==> src/rtl/rv_pkg.sv <==
// rtl/rv_pkg.sv - shared writeback-select and load funct3 encodings
package rv_pkg;

  localparam int DEF_XLEN = 32;

  // writeback source select
  localparam logic [1:0] WB_ALU  = 2'b00;
  localparam logic [1:0] WB_LOAD = 2'b01;
  localparam logic [1:0] WB_PC4  = 2'b10;

  // load size/sign encodings
  localparam logic [2:0] F3_LB  = 3'b000;
  localparam logic [2:0] F3_LH  = 3'b001;
  localparam logic [2:0] F3_LW  = 3'b010;
  localparam logic [2:0] F3_LBU = 3'b100;
  localparam logic [2:0] F3_LHU = 3'b101;

endpackage

==> src/rtl/load_extract.sv <==
// rtl/load_extract.sv - load byte/half/word extraction with misalignment flag
module load_extract
  import rv_pkg::*;
#(
  parameter int XLEN = DEF_XLEN
) (
  input  logic [XLEN-1:0] word,
  input  logic [1:0]      off,
  input  logic [2:0]      funct3,
  output logic [XLEN-1:0] data,
  output logic            misaligned
);

  logic [7:0]  byte_v;
  logic [15:0] half_v;

  assign byte_v = word[{off, 3'b000} +: 8];
  assign half_v = word[{off[1], 4'b0000} +: 16];

  // size/sign selection; unlisted encodings behave as a full word
  always_comb begin
    data       = word;
    misaligned = 1'b0;
    case (funct3)
      F3_LB:  data = {{(XLEN-8){byte_v[7]}}, byte_v};
      F3_LBU: data = {{(XLEN-8){1'b0}}, byte_v};
      F3_LH: begin
        data       = {{(XLEN-16){half_v[15]}}, half_v};
        misaligned = off[0];
      end
      F3_LHU: begin
        data       = {{(XLEN-16){1'b0}}, half_v};
        misaligned = off[0];
      end
      F3_LW: begin
        data       = word;
        misaligned = (off != 2'b00);
      end
      default: begin
        data       = word;
        misaligned = (off != 2'b00);
      end
    endcase
  end

endmodule

==> src/rtl/mem_wb_writeback.sv <==
// rtl/mem_wb_writeback.sv - MEM/WB register and writeback mux; optional MEM_WB_RETIRE_CNT_EN retire counter
module mem_wb_writeback
  import rv_pkg::*;
#(
  parameter int XLEN = DEF_XLEN
`ifdef MEM_WB_RETIRE_CNT_EN
  , parameter int CNT_W = 64
`endif
) (
  input  logic            clk,
  input  logic            rst_n,
  input  logic            VALID_MEM,
  input  logic            STALL_WB,
  input  logic            FLUSH_WB,
  input  logic            RegWrite_MEM,
  input  logic [1:0]      WB_SEL_MEM,
  input  logic [XLEN-1:0] ALU_RESULT_MEM,
  input  logic [XLEN-1:0] LOAD_WORD_MEM,
  input  logic [XLEN-1:0] PC_MEM,
  input  logic [2:0]      FUNCT3_MEM,
  input  logic [4:0]      RD_MEM,
  output logic            RegWrite_WB,
  output logic [4:0]      RD_WB,
  output logic [XLEN-1:0] ALU_DATA_WB,
  output logic            VALID_WB,
  output logic            MISALIGNED_WB
`ifdef MEM_WB_RETIRE_CNT_EN
  , output logic [CNT_W-1:0] RETIRED_WB
`endif
);

  logic            valid_q, valid_d;
  logic            regwrite_q, regwrite_d;
  logic [1:0]      wb_sel_q, wb_sel_d;
  logic [XLEN-1:0] alu_q, alu_d;
  logic [XLEN-1:0] word_q, word_d;
  logic [XLEN-1:0] pc_q, pc_d;
  logic [2:0]      funct3_q, funct3_d;
  logic [4:0]      rd_q, rd_d;

  logic [XLEN-1:0] load_data;
  logic            load_misaligned;

  // next-state of the pipeline register: flush beats stall beats capture
  always_comb begin
    valid_d    = valid_q;
    regwrite_d = regwrite_q;
    wb_sel_d   = wb_sel_q;
    alu_d      = alu_q;
    word_d     = word_q;
    pc_d       = pc_q;
    funct3_d   = funct3_q;
    rd_d       = rd_q;
    if (FLUSH_WB) begin
      valid_d    = 1'b0;
      regwrite_d = 1'b0;
      wb_sel_d   = '0;
      alu_d      = '0;
      word_d     = '0;
      pc_d       = '0;
      funct3_d   = '0;
      rd_d       = '0;
    end else if (!STALL_WB) begin
      valid_d    = VALID_MEM;
      regwrite_d = RegWrite_MEM;
      wb_sel_d   = WB_SEL_MEM;
      alu_d      = ALU_RESULT_MEM;
      word_d     = LOAD_WORD_MEM;
      pc_d       = PC_MEM;
      funct3_d   = FUNCT3_MEM;
      rd_d       = RD_MEM;
    end
  end

  // pipeline register with synchronous clear
  always_ff @(posedge clk) begin
    if (!rst_n) begin
      valid_q    <= 1'b0;
      regwrite_q <= 1'b0;
      wb_sel_q   <= '0;
      alu_q      <= '0;
      word_q     <= '0;
      pc_q       <= '0;
      funct3_q   <= '0;
      rd_q       <= '0;
    end else begin
      valid_q    <= valid_d;
      regwrite_q <= regwrite_d;
      wb_sel_q   <= wb_sel_d;
      alu_q      <= alu_d;
      word_q     <= word_d;
      pc_q       <= pc_d;
      funct3_q   <= funct3_d;
      rd_q       <= rd_d;
    end
  end

  load_extract #(.XLEN(XLEN)) u_load_extract (
    .word       (word_q),
    .off        (alu_q[1:0]),
    .funct3     (funct3_q),
    .data       (load_data),
    .misaligned (load_misaligned)
  );

  // writeback mux and write qualification, purely from registered state
  always_comb begin
    case (wb_sel_q)
      WB_LOAD: ALU_DATA_WB = load_data;
      WB_PC4:  ALU_DATA_WB = pc_q + {{(XLEN-3){1'b0}}, 3'd4};
      default: ALU_DATA_WB = alu_q;
    endcase
    MISALIGNED_WB = valid_q & (wb_sel_q == WB_LOAD) & load_misaligned;
    RegWrite_WB   = valid_q & regwrite_q & (rd_q != 5'd0) & ~MISALIGNED_WB;
    RD_WB         = rd_q;
    VALID_WB      = valid_q;
  end

`ifdef MEM_WB_RETIRE_CNT_EN
  logic [CNT_W-1:0] retired_q, retired_d;

  // an instruction retires when it leaves WB (not held) and was not a faulting load
  always_comb begin
    retired_d = retired_q;
    if (valid_q && !MISALIGNED_WB && (FLUSH_WB || !STALL_WB))
      retired_d = retired_q + {{(CNT_W-1){1'b0}}, 1'b1};
  end

  // retire counter, wraps naturally
  always_ff @(posedge clk) begin
    if (!rst_n) retired_q <= '0;
    else        retired_q <= retired_d;
  end

  assign RETIRED_WB = retired_q;
`endif

endmodule

==> config.mk <==
export PLATFORM = sky130hd
export DESIGN_NAME = mem_wb_writeback
export DESIGN_NICKNAME = d
export VERILOG_FILES = /design/src/rtl/rv_pkg.sv /design/src/rtl/load_extract.sv /design/src/rtl/mem_wb_writeback.sv
export SDC_FILE = /design/constraint.sdc
export NUM_CORES = 1
export LEC_CHECK = 0
export ABC_CLOCK_PERIOD_IN_PS = 3000
export BUFFER_PORTS_ARGS = -buffer_cell sky130_fd_sc_hd__clkbuf_2
export CORE_MARGIN = 2
export CORE_UTILIZATION = 40
export DETAILED_ROUTE_END_ITERATION = 8
export GPL_ROUTABILITY_DRIVEN = 1
export SETUP_SLACK_MARGIN = 0.15
export SKIP_LAST_GASP = 1
export SLEW_MARGIN = 20
export SYNTH_ARGS = -nofsm -noshare
export SYNTH_HDL_FRONTEND = slang
export SYNTH_SLANG_ARGS = --single-unit
==> constraint.sdc <==
create_clock -name clk -period 3 [get_ports clk]
set_clock_uncertainty 0.2 [all_clocks]
set_input_delay 0.45 -clock clk [delete_from_list [all_inputs] [get_ports clk]]
set_output_delay 0.45 -clock clk [all_outputs]
set_load 0.01 [all_outputs]
Word-level counts from Yosys, hierarchy flattened
Cells that the tools add are included.
Widths: inputs -> output; s select.
{"block": "totals", "wordCells": 32, "inputBits": 112, "out_inout_bits": 40, "reg_bits": 108}
{"block": "op_classes", "n_bitwise": 7, "eq_ne": 5, "n_reduce_logical": 6, "muxes": 3, "n_shift": 2, "addsub": 1}
{"cell": "$pmux 32 s4", "n": 1}
{"cell": "$pmux 32 s2", "n": 1}
{"cell": "$add 32x3->32 const B", "n": 1}
{"cell": "$shiftx 32x6->16", "n": 1}
{"cell": "$shiftx 32x6->8", "n": 1}
{"cell": "$eq 3x3->1 const B", "n": 2}
{"cell": "$reduce_or 2->1", "n": 3}
{"cell": "$and 1x1->1", "n": 5}
{"cell": "$reduce_bool 5->1", "n": 1}
{"cell": "$eq 3x1->1 const B", "n": 1}
{"cell": "$logic_not 3->1", "n": 1}
{"cell": "$eq 2x1->1 const B", "n": 1}
{"cell": "$eq 2x2->1 const B", "n": 1}
{"cell": "$not 1->1", "n": 2}
{"cell": "$pmux 1 s2", "n": 1}
{"cell": "$reduce_bool 2->1", "n": 1}

Longest topological paths before layout
Gate-level depths: netlist of the first run.
{"block": "depth", "depth_word": 6, "depth_mapped": 8, "ltp_nobuf": 6}

Modules after synthesis
Synthesis of the first run repeated with hierarchy kept, for this count alone.
{"block": "hier_totals", "hier_cells": 657, "area_unflattened_um2": 5670.4}
{"module": "mem_wb_writeback", "seq_area_each_um2": 2162.1, "cells_each": 535, "area_each_um2": 4967.3, "n_inst": 1}
{"module": "load_extract", "seq_area_each_um2": 0.0, "cells_each": 122, "area_each_um2": 703.2, "n_inst": 1}

Worst setup path before layout of the first run
OpenSTA, ideal clock, no wires.
{"block": "synth_path", "path_kind": "register -> output", "from": "reg wb_sel_q[0]", "to": "out ALU_DATA_WB[25]", "path_stages_with_launch": 9, "setup_slack_ns": 0.350, "required_ns": 2.350, "path_buffers": 2, "arrival_time_ns": 2.000, "path_cell_list": "dfxtp_1 > inv_1 > ha_1 > clkbuf_1 > nand2b_1 > nor3_1 > clkbuf_1 > a22oi_1 > nand3b_1"}
{"block": "synth_between", "elab_chain_len": 2, "word_cells_on_any_way": 3, "classes_between": "eq/ne: 2; mux: 1"}
{"item": "start: declaration", "line": "mem_wb_writeback.sv:34", "rtl": "logic [1:0] wb_sel_q, wb_sel_d;"}
{"item": "start signal: assignment", "line": "mem_wb_writeback.sv:89", "rtl": "wb_sel_q <= wb_sel_d;"}
{"item": "$eq 2x2->1 / $eq 2x1->1 (equally long branches)", "line": "mem_wb_writeback.sv:108", "rtl": "case (wb_sel_q)"}
{"item": "$pmux 32 s2 *", "line": "mem_wb_writeback.sv:108"}
{"item": "end: declaration", "line": "mem_wb_writeback.sv:24", "rtl": "output logic [XLEN-1:0] ALU_DATA_WB,"}
Every way passes the cells marked *; elsewhere a longest branch is shown, timed or not.

Worst setup path after layout of the first run
{"block": "layout_path", "from": "reg pc_q[15]", "to": "out ALU_DATA_WB[28]"}
{"block": "layout_between", "elab_chain_len": 2}
{"item": "start: declaration", "line": "mem_wb_writeback.sv:37", "rtl": "logic [XLEN-1:0] pc_q, pc_d;"}
{"item": "start signal: assignment", "line": "mem_wb_writeback.sv:92", "rtl": "pc_q <= pc_d;"}
{"item": "$add 32x3->32", "line": "mem_wb_writeback.sv:110", "rtl": "WB_PC4: ALU_DATA_WB = pc_q + {{(XLEN-3){1'b0}}, 3'd4};"}
{"item": "$pmux 32 s2", "line": "mem_wb_writeback.sv:108"}
No other way between the ends.

==> results.cfg, run 1 <==
[logic_synthesis]
synth_ff_type = dfxtp_1
yosys-top-cells-count = mux2i_1 (122), nor2_1 (116), dfxtp_1 (108), clkbuf_1 (37), nand3_1 (24)
synth_cell_types = 54
syn-cell-area_sq_mm = 0.00584
yosysTopAreaCell = dfxtp_1
async_flop_share_pct = 0
yosys.area.top_type_share_pct = 37.0
ys_ff_latch = 108
ys.warnings.count = 0
syn_inst = 660
seq_area_frac_synth_pct = 37.0
synth_nets = 776
synth.top_cells.by_area = dfxtp_1 (37%), mux2i_1 (21%), nor2_1 (7.5%)
avgSynthCellArea_sq_um = 8.85
synth_edf_count = 0
yosysMostFrequentCell = mux2i_1

[placement]
pre_cts_ws_ns = 0.274
dpl.hpwl_mm = 14.6
finalWeightedCongestion = 0.953
post_dp_cell_area_sq_mm = 0.00685
place.port_buffers = 151
dp_cells = 967

[sta]
fin_ws_ns = 0.0724
grt_setup_unrepaired = yes
post-route-period-util_pct = 97.6
setup_viol = 0
fin_hold_ws_ns = 0.115
worst_slew_pin_slew_ns = 0.622
maxSlewHeadroom_pct = 58.5
drv_slew = 0
post-route-min-period_ns = 2.93
max_freq_mhz = 342
finalHoldViolCount = 0

[job]
maxCapViolCount = 0

[global_route]
use_met3_pct = 5.80
top_usage_layer = met2
antenna_found_initial = 0
grt.total_usage_pct = 25.0
grt_util_met1_pct = 31.7
grt_pass1_vias = 5548
grt_pass1_wl_mm = 30.3
overflow = 0
grt_use_met2_pct = 41.0
grt_start_max_net_pins = 57

[worst_setup_path]
critPathMaxStageDelay_ns = 0.53
regToRegSetupSlack_ns = 1.95
cp-start-kind = flip-flop
critPathRequiredTime_ns = 2.35
crit_path_top_delay_cell = or4_4
critPathKind = flip-flop to output pin
crit_chain = nand4_1 > buf_4 > or4_4 > or4_1 > nand3_1 > clkbuf_2
critPathTopFamily = simple AND/OR/NAND/NOR gates
critPathCaptureType = output pin
cp.arrival_ns = 2.28
cp_max_fo = 5
critPathBufInv = 2

[cts]
ctsHoldBuffers = 0
numCtsBuffers = 9
cts_root_buffer = clkbuf_16
cts.path.max_buffers = 2
htreeDepth = 3
clk-insertion-delay-late_ns = 0.35
cts_sinks = 108
clk_pin_slew_ns = 0.07
cts_tree = done

[detailed_routing]
postRouteAntennaNets = 0
drt_wl_total_mm = 19.9
vias = 5684
dr.pass1.iters = 5
via_per_inst = 5.66
drc = 0
post_drt_wl_per_cell_um = 19.8
first_iter_violations = 516

[pwr]
p_per_area_mw_per_mm2 = 424
p_leak_nw = 3.37
peakVddDrop_mv = 0.303

[layout]
num-nets-final = 931
area_growth_pct = 30.7
fin_cells = 1004
antenna_cells = 0
drive_gt1_share_pct = 33.5
fin_area_sq_mm = 0.00763

[floorplanning]
core_area_sq_mm = 0.0144
io_pins = 152
row_count = 44
die_w_um = 125
initial_core_util_pct = 40.5
dieArea_sq_mm = 0.0156
fp.dieH_um = 125

[run_status]
outcome = complete, no violations

[hold_path]
hold_class = primary input to flip-flop
sequential cells by signal, summed over array words and instances, names as in the netlist:
register    cells
word_q         32
regwrite_q      1
funct3_q        3
VALID_WB        1
pc_q           32
wb_sel_q        2
RD_WB           5
alu_q          32
worst min-delay path: stages:
cell and delay, ns:
clkbuf_2 0.08, mux2i_1 0.05, nor2_1 0.07
layer usage:
| metal | part of all wire, % | routed length, um | vias up |
|---|---|---|---|
| li1 | - | - | 2741 |
| met1 | 44 | 8810 | 2722 |
| met2 | 47 | 9390 | 181 |
| met3 | 5.9 | 1180 | 40 |
| met4 | 2.7 | 546 | 0 |
| met5 | 0 | 0 | - |
final timing paths:
check / startpoint / to / cells after the start
worst min register to register: alu_q[10]$_SDFFE_PP0N_ / alu_q[10]$_SDFFE_PP0N_ / 2
worst max register to register: funct3_q[0]$_SDFFE_PP0N_ / funct3_q[0]$_SDFFE_PP0N_ / 3
worst max-delay path: pc_q[15]$_SDFFE_PP0N_ / ALU_DATA_WB[28] / 6
worst min-delay path: PC_MEM[16] / pc_q[16]$_SDFFE_PP0N_ / 3
cell families (layout without fill, tap and decap cells):
family                   count (synthesis)  count (layout)  share of synthesized area [%]
buffers and inverters                   64             222                           4.46
adder cells (fa/ha/maj)                  4               4                          0.857
AO/OA/AOI/OAI                           94              94                           12.3
flip-flops                             108             108                           37.0
multiplexers                           124             124                           21.5
XOR/XNOR                                 9               9                           1.35
AND/OR/NAND/NOR                        257             259                           22.6
power by group:
part	switching (mW)	internal (mW)
combinational	0.231	0.222
clock	0.572	0.678
sequential	0.0574	1.47
total	0.861	2.37
timing repair:
item,in CTS,in global routing
cloned,3,0
gates resized for setup,53,43
endpoints found under the setup margin,29,22
pin swaps,14,12
setup buffers,17,1
through the flow:
step | setup TNS (ns) | power [mW] | utilization [%]
global placement | 0 | 1.98 | 47.5
CTS | 0 | 3.25 | 52.1
detailed placement | 0 | 1.99 | 47.5
floorplan | 0 | 1.80 | -
global route | -0.00890 | 3.35 | 52.9
finish | 0 | 3.23 | 52.9
cell type report:
| cell class | instances | area [sq um] |
|---|---|---|
| Inverter | 8 | 30.0 |
| Clock buffer | 10 | 239 |
| Tap cell | 184 | 230 |
| Multi-Input combinational cell | 490 | 3650 |
| Clock inverter | 6 | 70.1 |
| Timing Repair Buffer | 198 | 1190 |
| Sequential cell | 108 | 2220 |
| Fill cell | 1348 | 6790 |
placed cells by master, fill, tap and decap left out, types with 9 or more instances in the layout:
cell	count
dfxtp_1	86
nand2_1	19
buf_4	42
a21oi_1	14
nor3b_1	12
dfxtp_4	13
dfxtp_2	9
nand3_1	20
buf_2	11
o211ai_1	20
clkbuf_16	9
nor2b_1	14
or4_1	10
nand4_1	13
mux2i_1	120
clkbuf_2	137
nor2_1	116
No activity file was read; power rests on OpenSTA's default activity.
==> run 2, diff against run 1 <==
--- a/config.mk
+++ b/config.mk
@@ -5,7 +5,7 @@
 export SDC_FILE = /design/constraint.sdc
 export NUM_CORES = 1
 export LEC_CHECK = 0
-export ABC_CLOCK_PERIOD_IN_PS = 3000
+export ABC_CLOCK_PERIOD_IN_PS = 3200
 export BUFFER_PORTS_ARGS = -buffer_cell sky130_fd_sc_hd__clkbuf_2
 export CORE_MARGIN = 2
 export CORE_UTILIZATION = 40
@@ -16,4 +16,5 @@
 export SLEW_MARGIN = 20
 export SYNTH_ARGS = -nofsm -noshare
 export SYNTH_HDL_FRONTEND = slang
+export SYNTH_HIERARCHICAL = 1
 export SYNTH_SLANG_ARGS = --single-unit
==> constraint.sdc (replaced) <==
create_clock -name clk -period 3.2 [get_ports clk]
set_clock_uncertainty 0.2 [all_clocks]
set_input_delay 0.48 -clock clk [delete_from_list [all_inputs] [get_ports clk]]
set_output_delay 0.48 -clock clk [all_outputs]
set_load 0.01 [all_outputs]
==> results.cfg, run 2 <==
[sta]
drv_slew = 0
maxSlewHeadroom_pct = 57.4
setup_viol = 0
finalHoldViolCount = 0
post-route-period-util_pct = 94.2
finalSetupTns_ns = 0
post-route-min-period_ns = 3.02
grt_setup_unrepaired = yes
max_freq_mhz = 332
worst_slew_pin_slew_ns = 0.637

[cts]
clk-insertion-delay-late_ns = 0.36
htreeDepth = 3
clk_pin_slew_ns = 0.08
cts.path.max_buffers = 2
cts_sinks = 108
cts_tree = done
numCtsBuffers = 9
cts_root_buffer = clkbuf_16

[placement]
finalWeightedCongestion = 0.937
dpl.hpwl_mm = 13.5
post_dp_cell_area_sq_mm = 0.00662
dp_cells = 958
place.port_buffers = 151

[layout]
num-nets-final = 917
reg_top3 = alu_q (32), pc_q (32), word_q (32)
mostFrequentLayoutCell = clkbuf_2
fin_cells = 988
drive_gt1_share_pct = 28.7
final_cell_mix = clkbuf_2 (146), nor2_1 (117), mux2i_1 (108), dfxtp_1 (102), nand2_1 (42)
nFillCells = 1338
fin_area_sq_mm = 0.00714
area_growth_pct = 25.9

[worst_setup_path]
critPathCaptureType = output pin
cpMostUsedCell = buf_6
cp-start-kind = flip-flop
critPathBufInv = 3
critPathKind = flip-flop to output pin
critPathTopFamily = compound AO/OA/AOI/OAI gates
critPathMaxStageDelay_ns = 0.38
cp_max_fo = 6
cp.arrival_ns = 2.34
critPathRequiredTime_ns = 2.52
crit_path_top_delay_cell = dfxtp_4
crit_chain = mux2_4 > a32o_2 > a311oi_4 > buf_6 > buf_6 > a21oi_1 > a22oi_1 > o21ai_1 > clkbuf_2

[floorplanning]
dieArea_sq_mm = 0.0151
initial_core_util_pct = 40.9
io_pins = 152
row_count = 43
core_area_sq_mm = 0.0139
fp.dieH_um = 123
die_w_um = 123

[global_route]
grt.total_usage_pct = 23.7
grt_start_max_net_pins = 60
grt_pass1_vias = 5070
grt_util_met1_pct = 31.5
top_usage_layer = met2
grt_pass1_wl_mm = 27.0
antenna_found_initial = 1
grt_use_met2_pct = 37.0
use_met3_pct = 5.90
overflow = 0

[logic_synthesis]
seq_area_frac_synth_pct = 38.1
synth_cell_types = 47
yosysMostFrequentCell = nor2_1
synth.top_cells.by_area = dfxtp_1 (38%), mux2i_1 (19%), nor2_1 (7.8%)
yosysTopAreaCell = dfxtp_1
synth_ff_type = dfxtp_1
syn-cell-area_sq_mm = 0.00567
syn_inst = 657
synth_edf_count = 0
ys.warnings.count = 6
ys_ff_latch = 108
avgSynthCellArea_sq_um = 8.63
async_flop_share_pct = 0
synth_nets = 772
yosys-top-cells-count = nor2_1 (118), mux2i_1 (109), dfxtp_1 (108), nand2_1 (43), o21ai_0 (37)
yosys.area.top_type_share_pct = 38.1

[detailed_routing]
postRouteAntennaNets = 0
drt_wl_total_mm = 18.0
dr.pass1.iters = 6
vias = 5369
via_per_inst = 5.43
drc = 0
first_iter_violations = 418
post_drt_wl_per_cell_um = 18.3

[pwr]
p_leak_nw = 3.25
p_per_area_mw_per_mm2 = 430
peakVddDrop_mv = 0.266

[job]
maxCapViolCount = 0

[hold_path]
hold_class = primary input to flip-flop

[run_status]
outcome = complete, no violations
## run 2: cell types whose count changed in the layout (fill, tap and decap cells not counted), moves of 18 or more
cell	previous run	this run
buf_4	42	22
a22oi_1	4	29
o211ai_1	20	0
nand2_1	19	42
o21ai_0	8	30
inv_1	7	25
## run 2: cells by family (layout without fill, tap and decap cells)
| kind of cell | count (synthesis) | after routing | synth area share [%] |
|---|---|---|---|
| multiplexers | 113 | 113 | 20.1 |
| other | 0 | 1 | 0 |
| flip-flops | 108 | 108 | 38.1 |
| buffers and inverters | 74 | 224 | 5.25 |
| XOR/XNOR | 28 | 28 | 4.32 |
| adder cells (fa/ha/maj) | 3 | 3 | 0.662 |
| AND/OR/NAND/NOR | 213 | 213 | 17.7 |
| AO/OA/AOI/OAI | 118 | 118 | 13.8 |
## run 2: worst min-delay path, stage by stage
cell      delay, ns
clkbuf_2       0.07
mux2i_1        0.05
nor2_1         0.07
## run 2: stage by stage
| step | power (mW) | setup slack, ns | utilization, % | hold WS [ns] |
|---|---|---|---|---|
| 4_1_cts | 3.08 | 0.132 | 50.5 | 0.139 |
| 3_3_place_gp | 1.85 | 0.335 | 47.7 | 0.277 |
| 6_report | 3.07 | 0.184 | 51.5 | 0.142 |
| 3_5_place_dp | 1.86 | 0.222 | 47.7 | 0.285 |
| 5_1_grt | 3.19 | 0.0891 | 51.5 | 0.145 |
| 2_1_floorplan | 1.69 | 0.528 | - | 0.259 |
## run 2: path summary, 6_finish.rpt
kind                                 end              startpoint  cells past startpoint  slack (ns)
setup / recovery         ALU_DATA_WB[16]   alu_q[0]$_SDFFE_PP0N_                      9        0.18
hold / removal    alu_q[28]$_SDFFE_PP0N_      ALU_RESULT_MEM[28]                      3        0.14
setup reg to reg   alu_q[1]$_SDFFE_PP0N_   alu_q[1]$_SDFFE_PP0N_                      3        2.17
hold reg to reg   alu_q[18]$_SDFFE_PP0N_  alu_q[18]$_SDFFE_PP0N_                      2        0.30
## run 2: layout make-up
class	count	area, sq um	area share [%]
Timing Repair Buffer	181	1040	14.5
Clock inverter	7	100	1.40
Sequential cell	108	2180	30.5
Tap cell	180	225	3.15
Multi-Input combinational cell	475	3270	45.8
Inverter	27	105	1.47
Antenna cell	1	2.50	0.0350
Clock buffer	9	225	3.15
## run 2: metal layers
| layer | share of wire, % | vias up | wire (um) |
|---|---|---|---|
| met2 | 45 | 223 | 8120 |
| met3 | 6.7 | 39 | 1220 |
| met1 | 45 | 2526 | 8160 |
| met5 | 0 | - | 0 |
| met4 | 3.1 | 0 | 553 |
| li1 | - | 2581 | - |
## run 2: what timing repair did
action,in CTS,in global routing
endpoints found under the setup margin,29,31
hold buffers,0,0
buffers inserted,4,9
endpoints found under the hold margin,0,0
pin swaps,1,5
gates resized for setup,12,29
## run 2: where the power goes
part	switching, mW	leakage, nW	internal (mW)
combinational	0.222	2.22	0.195
sequential	0.0491	0.884	1.39
clock	0.528	0.148	0.690
